### config.mk
export PLATFORM = sky130hd
export DESIGN_NAME = turn_signal_ctrl
export DESIGN_NICKNAME = d
export VERILOG_FILES = /design/src/rtl/turn_signal_ctrl.sv
export SDC_FILE = /design/constraint.sdc
export NUM_CORES = 1
export LEC_CHECK = 0
export ABC_AREA = 1
export BUFFER_PORTS_ARGS = -buffer_cell sky130_fd_sc_hd__clkbuf_2
export CAP_MARGIN = 20
export CORE_AREA = 2 2 39 41
export DETAILED_ROUTE_END_ITERATION = 8
export DIE_AREA = 0 0 41 43
export HOLD_SLACK_MARGIN = 0.15
export PLACE_DENSITY = 0.72
export SKIP_LAST_GASP = 1
export SLEW_MARGIN = 15
export SYNTH_ARGS = -nofsm -noshare
export SYNTH_HDL_FRONTEND = slang
export SYNTH_SLANG_ARGS = --single-unit
### constraint.sdc
create_clock -name clk -period 1.57 [get_ports clk]
set_input_delay 0.314 -clock clk [delete_from_list [all_inputs] [get_ports clk]]
set_output_delay 0.314 -clock clk [all_outputs]
set_load 0.03 [all_outputs]
### src/rtl/turn_signal_ctrl.sv
// Six-lamp tail-light controller: arbitrates left/right/hazard requests in IDLE and steps the
// granted pattern every TICK_DIV cycles. Define TURN_HAZARD_EN to compile in hazard support.
module turn_signal_ctrl #(
  parameter int unsigned TICK_DIV = 4
) (
  input  logic clk,
  input  logic reset_n,
  input  logic left,
  input  logic right,
  input  logic hazard,
  output logic la,
  output logic lb,
  output logic lc,
  output logic ra,
  output logic rb,
  output logic rc,
  output logic busy
);

  localparam int unsigned CntW = (TICK_DIV > 1) ? $clog2(TICK_DIV) : 1;
  localparam logic [CntW-1:0] CntMax = CntW'(TICK_DIV - 1);

  typedef enum logic [3:0] {
    StIdle = 4'd0,
    StL1   = 4'd1,
    StL2   = 4'd2,
    StL3   = 4'd3,
    StLoff = 4'd4,
    StR1   = 4'd5,
    StR2   = 4'd6,
    StR3   = 4'd7,
    StRoff = 4'd8
`ifdef TURN_HAZARD_EN
    ,
    StHon  = 4'd9,
    StHoff = 4'd10
`endif
  } state_e;

  state_e          state_q, state_d;
  logic [CntW-1:0] cnt_q, cnt_d;
  logic            last_right_q, last_right_d;
  logic [5:0]      lamps_q;
  logic            busy_q;
  logic            at_end;
  logic            haz_req;

`ifdef TURN_HAZARD_EN
  assign haz_req = hazard;
`else
  logic unused_hazard;
  assign unused_hazard = hazard;
  assign haz_req       = 1'b0;
`endif

  // Lamp order is {lc, lb, la, ra, rb, rc}.
  function automatic logic [5:0] lamps_of(state_e s);
    logic [5:0] l;
    case (s)
      StL1:    l = 6'b001000;
      StL2:    l = 6'b011000;
      StL3:    l = 6'b111000;
      StR1:    l = 6'b000100;
      StR2:    l = 6'b000110;
      StR3:    l = 6'b000111;
`ifdef TURN_HAZARD_EN
      StHon:   l = 6'b111111;
`endif
      default: l = 6'b000000;
    endcase
    return l;
  endfunction

  assign at_end = (cnt_q == CntMax);

  always_comb begin
    state_d      = state_q;
    last_right_d = last_right_q;
    case (state_q)
      StIdle: begin
        if (haz_req) begin
`ifdef TURN_HAZARD_EN
          state_d = StHon;
`endif
        end else if (left && (!right || last_right_q)) begin
          state_d      = StL1;
          last_right_d = 1'b0;
        end else if (right) begin
          state_d      = StR1;
          last_right_d = 1'b1;
        end
      end
      StL1:    state_d = at_end ? StL2   : StL1;
      StL2:    state_d = at_end ? StL3   : StL2;
      StL3:    state_d = at_end ? StLoff : StL3;
      StLoff:  state_d = at_end ? StIdle : StLoff;
      StR1:    state_d = at_end ? StR2   : StR1;
      StR2:    state_d = at_end ? StR3   : StR2;
      StR3:    state_d = at_end ? StRoff : StR3;
      StRoff:  state_d = at_end ? StIdle : StRoff;
`ifdef TURN_HAZARD_EN
      StHon:   state_d = at_end ? StHoff : StHon;
      StHoff:  state_d = at_end ? StIdle : StHoff;
`endif
      default: state_d = StIdle;
    endcase
    // Sequences never self-loop across a step, so a state change always restarts the count.
    cnt_cnt_default: begin
    end
    if ((state_d == state_q) && (state_q != StIdle)) begin
      cnt_d = cnt_q + 1'b1;
    end else begin
      cnt_d = '0;
    end
  end

  always_ff @(posedge clk) begin
    if (!reset_n) begin
      state_q      <= StIdle;
      cnt_q        <= '0;
      last_right_q <= 1'b1;
      lamps_q      <= 6'b000000;
      busy_q       <= 1'b0;
    end else begin
      state_q      <= state_d;
      cnt_q        <= cnt_d;
      last_right_q <= last_right_d;
      lamps_q      <= lamps_of(state_d);
      busy_q       <= (state_d != StIdle);
    end
  end

  assign {lc, lb, la, ra, rb, rc} = lamps_q;
  assign busy                     = busy_q;

endmodule

# ---- After elaboration in Yosys (flattened, before gate mapping)
# Index checks and enable logic that the tools add are counted.
dict set report classes {
  add_sub_neg 1
  multipliers 0
  div_mod_pow 0
  magnitude_cmp 0
  eq_ne 16
  shifts 0
  muxes 14
  bitwise 0
  reduce_logical 10
}
# op count
set ops {}
lappend ops {{4-bit one-hot mux with 9 select lines} 1}
lappend ops {{6-bit one-hot mux with 6 select lines} 1}
lappend ops {{4-bit by 3-bit == test with 1-bit output, second input constant} 7}
lappend ops {{4-bit by 2-bit == test with 1-bit output, second input constant} 4}
lappend ops {{4-bit two-way mux} 4}
lappend ops {{4-bit by 1-bit == test with 1-bit output, second input constant} 2}
lappend ops {{4-bit nonzero test} 2}
lappend ops {{3-bit two-way mux} 2}
lappend ops {{4-bit == test} 1}
lappend ops {{4-bit == test, second input constant} 1}
lappend ops {{4-bit zero test} 1}
lappend ops {{1-bit two-way mux} 4}
lappend ops {{2-bit two-way mux} 2}
lappend ops {{2-bit AND reduction} 2}
lappend ops {{2-bit by 1-bit adder with 2-bit output, second input constant} 1}
lappend ops {{2-bit == test, second input constant} 1}
lappend ops {{1-bit logical AND} 2}
lappend ops {{2-bit nonzero test} 1}
lappend ops {{1-bit zero test} 1}
lappend ops {{1-bit logical OR} 1}
dict set report word_totals {
  reg_bits 14
  latch_bits 0
  ramBits 0
  mem_bits_ro 0
  in_bits 5
  output_inout_bits 7
  mem_count 0
}

# ---- Logic depth before layout (Yosys ltp)
dict set report logic_depth {
  depth_word 8
  mapped_depth 11
}

# ---- Worst setup path before layout
# OpenSTA, ideal clock, no wires.
dict set report synth_timing {
  path_type {register to register}
  start {register cnt_q[0]}
  end {register busy_q, in the netlist busy}
  setup_ns 0.114
  arrival_time_ns 1.135
  path_slack_ns 0.321
  path_stages_with_launch 11
  n_path_buf 1
  period_less_slack_ns 1.249
  cell_sequence {dfxtp_1 ha_1 buf_4 nor2_1 nor2_1 nand2_2 nand2_2 inv_2 nor2_4 nor2_2 nand2_1}
}
dict set report synth_between {
  elab_chain_cells 4
  elab_cells_between_ends 11
  classes_between {eq/ne (1); mux (9); reduce/logical (1)}
}
# element line
set synth_lines {}
lappend synth_lines {{from (decl)} 41} ;# logic [CntW-1:0] cnt_q, cnt_d;
lappend synth_lines {{from (signal assigned)} 126} ;# cnt_q <= cnt_d;
lappend synth_lines {{2-bit == test (*)} 74} ;# assign at_end = (cnt_q == CntMax);
lappend synth_lines {{4-bit two-way mux, or another cell as far along} 99} ;# StR3: state_d = at_end ? StRoff : StR3;
lappend synth_lines {{4-bit one-hot mux with 9 select lines (*)} 79} ;# case (state_q)
lappend synth_lines {{4-bit nonzero test (*)} 129} ;# busy_q <= (state_d != StIdle);
lappend synth_lines {{to (signal assigned)} 129}
lappend synth_lines {{to (decl)} 44} ;# logic busy_q;
# Every way passes the cells marked *; elsewhere a longest branch is shown, timed or not.
# A chain may end at the register's enable or synchronous reset.

# ---- Worst setup path after layout
# Ends and elaborated chain as after synthesis.

==> flow_summary.ini <==
[detailed_routing]
ant_nets = 0
via_count = 563
drt_iter0_drc = 24
wl_per_cell_um = 9.35
wirelength_um = 1130
drt-pass1-iter-count = 4
vias_per_cell = 4.65
post-route-drc-count = 0

[sta]
final_hold_viol_count = 0
rsz0062_at_grt = false
setup_viol = 0
fin_crit_sh_pct = 85.5
fin_worst_skew_ns = 0.000519
worstMarginPinSlew_ns = 0.242
maxSlewViolCount = 0
finalCriticalPeriod_ns = 1.34
tns_ns = 0
fmax_mhz = 745
max_slew_margin_pct = 83.8

[clock_tree]
htreeDepth = 1
clk_pin_slew_ns = 0.08
cts_sinks = 14
postCtsSetupBuffers = 0
cts_root_buf = clkbuf_4
clock_latency_ns = 0.27
cts_tree = yes
cts_inserted_buffers = 3
clock_path_buffers = 2
cts_resized = 0
hold_buffers = 0

[die]
dieArea_mm2 = 0.00176
core-area_mm2 = 0.00138
die_h_um = 43
rows = 14
initial_utilization_pct = 47.7
io_pins = 12
die_w_um = 41

[yosys]
synth_area_leader_cell = dfxtp_1
ys_seq_area_share_pct = 42.4
synth_area_um2 = 661
synthFlopType = dfxtp_1
ys_warn_count = 0
synth-edff-count = 0
synth-seq-cells = 14
netlist_top_cells_count = nand2_1 (16), dfxtp_1 (14), inv_1 (13), nor2_1 (13), nand3_1 (9)
synth_area_leaders = dfxtp_1 (42%), nand2_1 (9.1%), inv_1 (7.4%), nor2_1 (7.4%), nand3_1 (6.8%)
synthCells = 92
postSynthAreaPerCell_um2 = 7.18
synth-async-reset-ratio_pct = 0
synth_cell_types = 19
syn_nets = 98
synth_most_common_cell = nand2_1
synth_top_area_share_pct = 42.4

[run]
cap_violations = 0

[power_and_ir_drop]
seqPwrFrac_pct = 49.4
p_comb_share_pct = 19.4
p_int_mw = 0.568
power.leakage_nw = 0.411
swShare_pct = 28.1
ir_drop_mv = 0.550
power_switching_mw = 0.222
power_density_mw_per_mm2 = 1040
pwr-share-clk_pct = 31.2

[setup_path]
path_class = reg2reg
timing.rr.end = busy$_SDFF_PN0_
arrival_ns = 1.51
cp.required_ns = 1.74
r2r.worst_path.cells = 8
crit_path_end_kind = flop
cp-start-kind = flop
reg2reg_slack_ns = 0.23
cp_max_fo = 8
r2r_start = cnt_q[0]$_SDFF_PN0_

[min_path]
min_from = reset_n
min_path_cells = 2
whs_endpoint = last_right_q$_SDFFE_PN1P_
min_path_type = in2reg

[global_routing]
grt_pass1_wl_um = 2030
grt_pass1_vias = 536
grt_usage_pct = 17.3
overflow = 0
antenna_found_initial = 0
grt_max_degree = 9

[final_layout]
layout-drive-gt1-share_pct = 32.4
area_delta_synth_final_pct = 15.3
design_area_um2 = 762
n_fill_cell = 133
nets = 112
num_antenna_cells = 0

[placed_design]
gp_congestion = 0.767
io_buffer_count = 10
placed_cell_area_um2 = 723
dpl.hpwl_um = 930

[outcome]
outcome = finished, final reports clean
[critical path: stages, from the launching register on]
cell	delay, ns
dfxtp_1	0.34
ha_2	0.27
nand2_2	0.10
o21ai_2	0.16
nand3_2	0.13
inv_2	0.09
nand2_1	0.06
nand2_1	0.06
nand2_1	0.04
[layout by cell type, fill, tap and decap left out, drive strengths merged]
cell / n
nor3: 1
nor2: 18
nand3: 12
o21ai: 4
inv: 17
dfxtp: 14
nand2: 21
clkinv: 1
ha: 1
a21oi: 1
clkbuf: 14
a31oi: 1
[how the worst max path moves through the flow]
stage,to,from,slack [ns]
floorplan,busy$_SDFF_PN0_,cnt_q[0]$_SDFF_PN0_,0.32
global placement,busy$_SDFF_PN0_,cnt_q[0]$_SDFF_PN0_,0.19
detailed placement,busy$_SDFF_PN0_,cnt_q[0]$_SDFF_PN0_,0.15
CTS,busy$_SDFF_PN0_,cnt_q[0]$_SDFF_PN0_,0.14
global route,busy$_SDFF_PN0_,cnt_q[0]$_SDFF_PN0_,0.08
finish,busy$_SDFF_PN0_,cnt_q[0]$_SDFF_PN0_,0.23
[metal layers]
layer	wire, um	up-vias	global-route usage [%]
met5	0	-	0
met4	12	0	10.0
met3	45	2	4.71
met2	573	14	27.2
met1	499	239	19.7
li1	-	308	-
[flip-flops by register name, summed over array words and instances (netlist names)]
name,flops
state_q,4
cnt_q,2
last_right_q,1
lamps_q,6
busy,1
[power groups by stage]
stage	logic (mW)	clock network, mW	registers [mW]
after floorplan	0.101	0	0.417
after global placement	0.152	0	0.397
after global routing	0.176	0.263	0.393
after detailed placement	0.156	0	0.397
after CTS	0.156	0.253	0.389
final	0.154	0.246	0.390
[stage by stage]
stage	hold slack [ns]	setup slack (ns)	cells	total power, mW	utilization [%]
CTS	0.284	0.136	121	0.799	54.9
global placement	0.408	0.192	117	0.549	52.3
finish	0.279	0.228	121	0.790	55.1
detailed placement	0.422	0.150	117	0.553	52.3
global route	0.315	0.0838	121	0.832	55.1
floorplan	0.398	0.321	92	0.518	-
[final cells by class]
cell class / instances / area [um^2] / share of cell area [%]
clock buffer: 4 / 36.3 / 4.76
inverter: 18 / 68.8 / 9.03
timing repair buffer: 10 / 50.0 / 6.57
multi-input combinational: 59 / 307 / 40.2
sequential: 14 / 280 / 36.8
tap: 16 / 20.0 / 2.63
[kinds of logic after synthesis]
logic type,count (synthesis),share of synthesized area (%)
adders and majority gates,1,1.89
AOI/OAI and AO/OA,6,5.30
buffers and inverters,19,11.6
and+or+nand+nor,52,38.8
DFF,14,42.4
No activity file was read; power rests on OpenSTA's default activity.
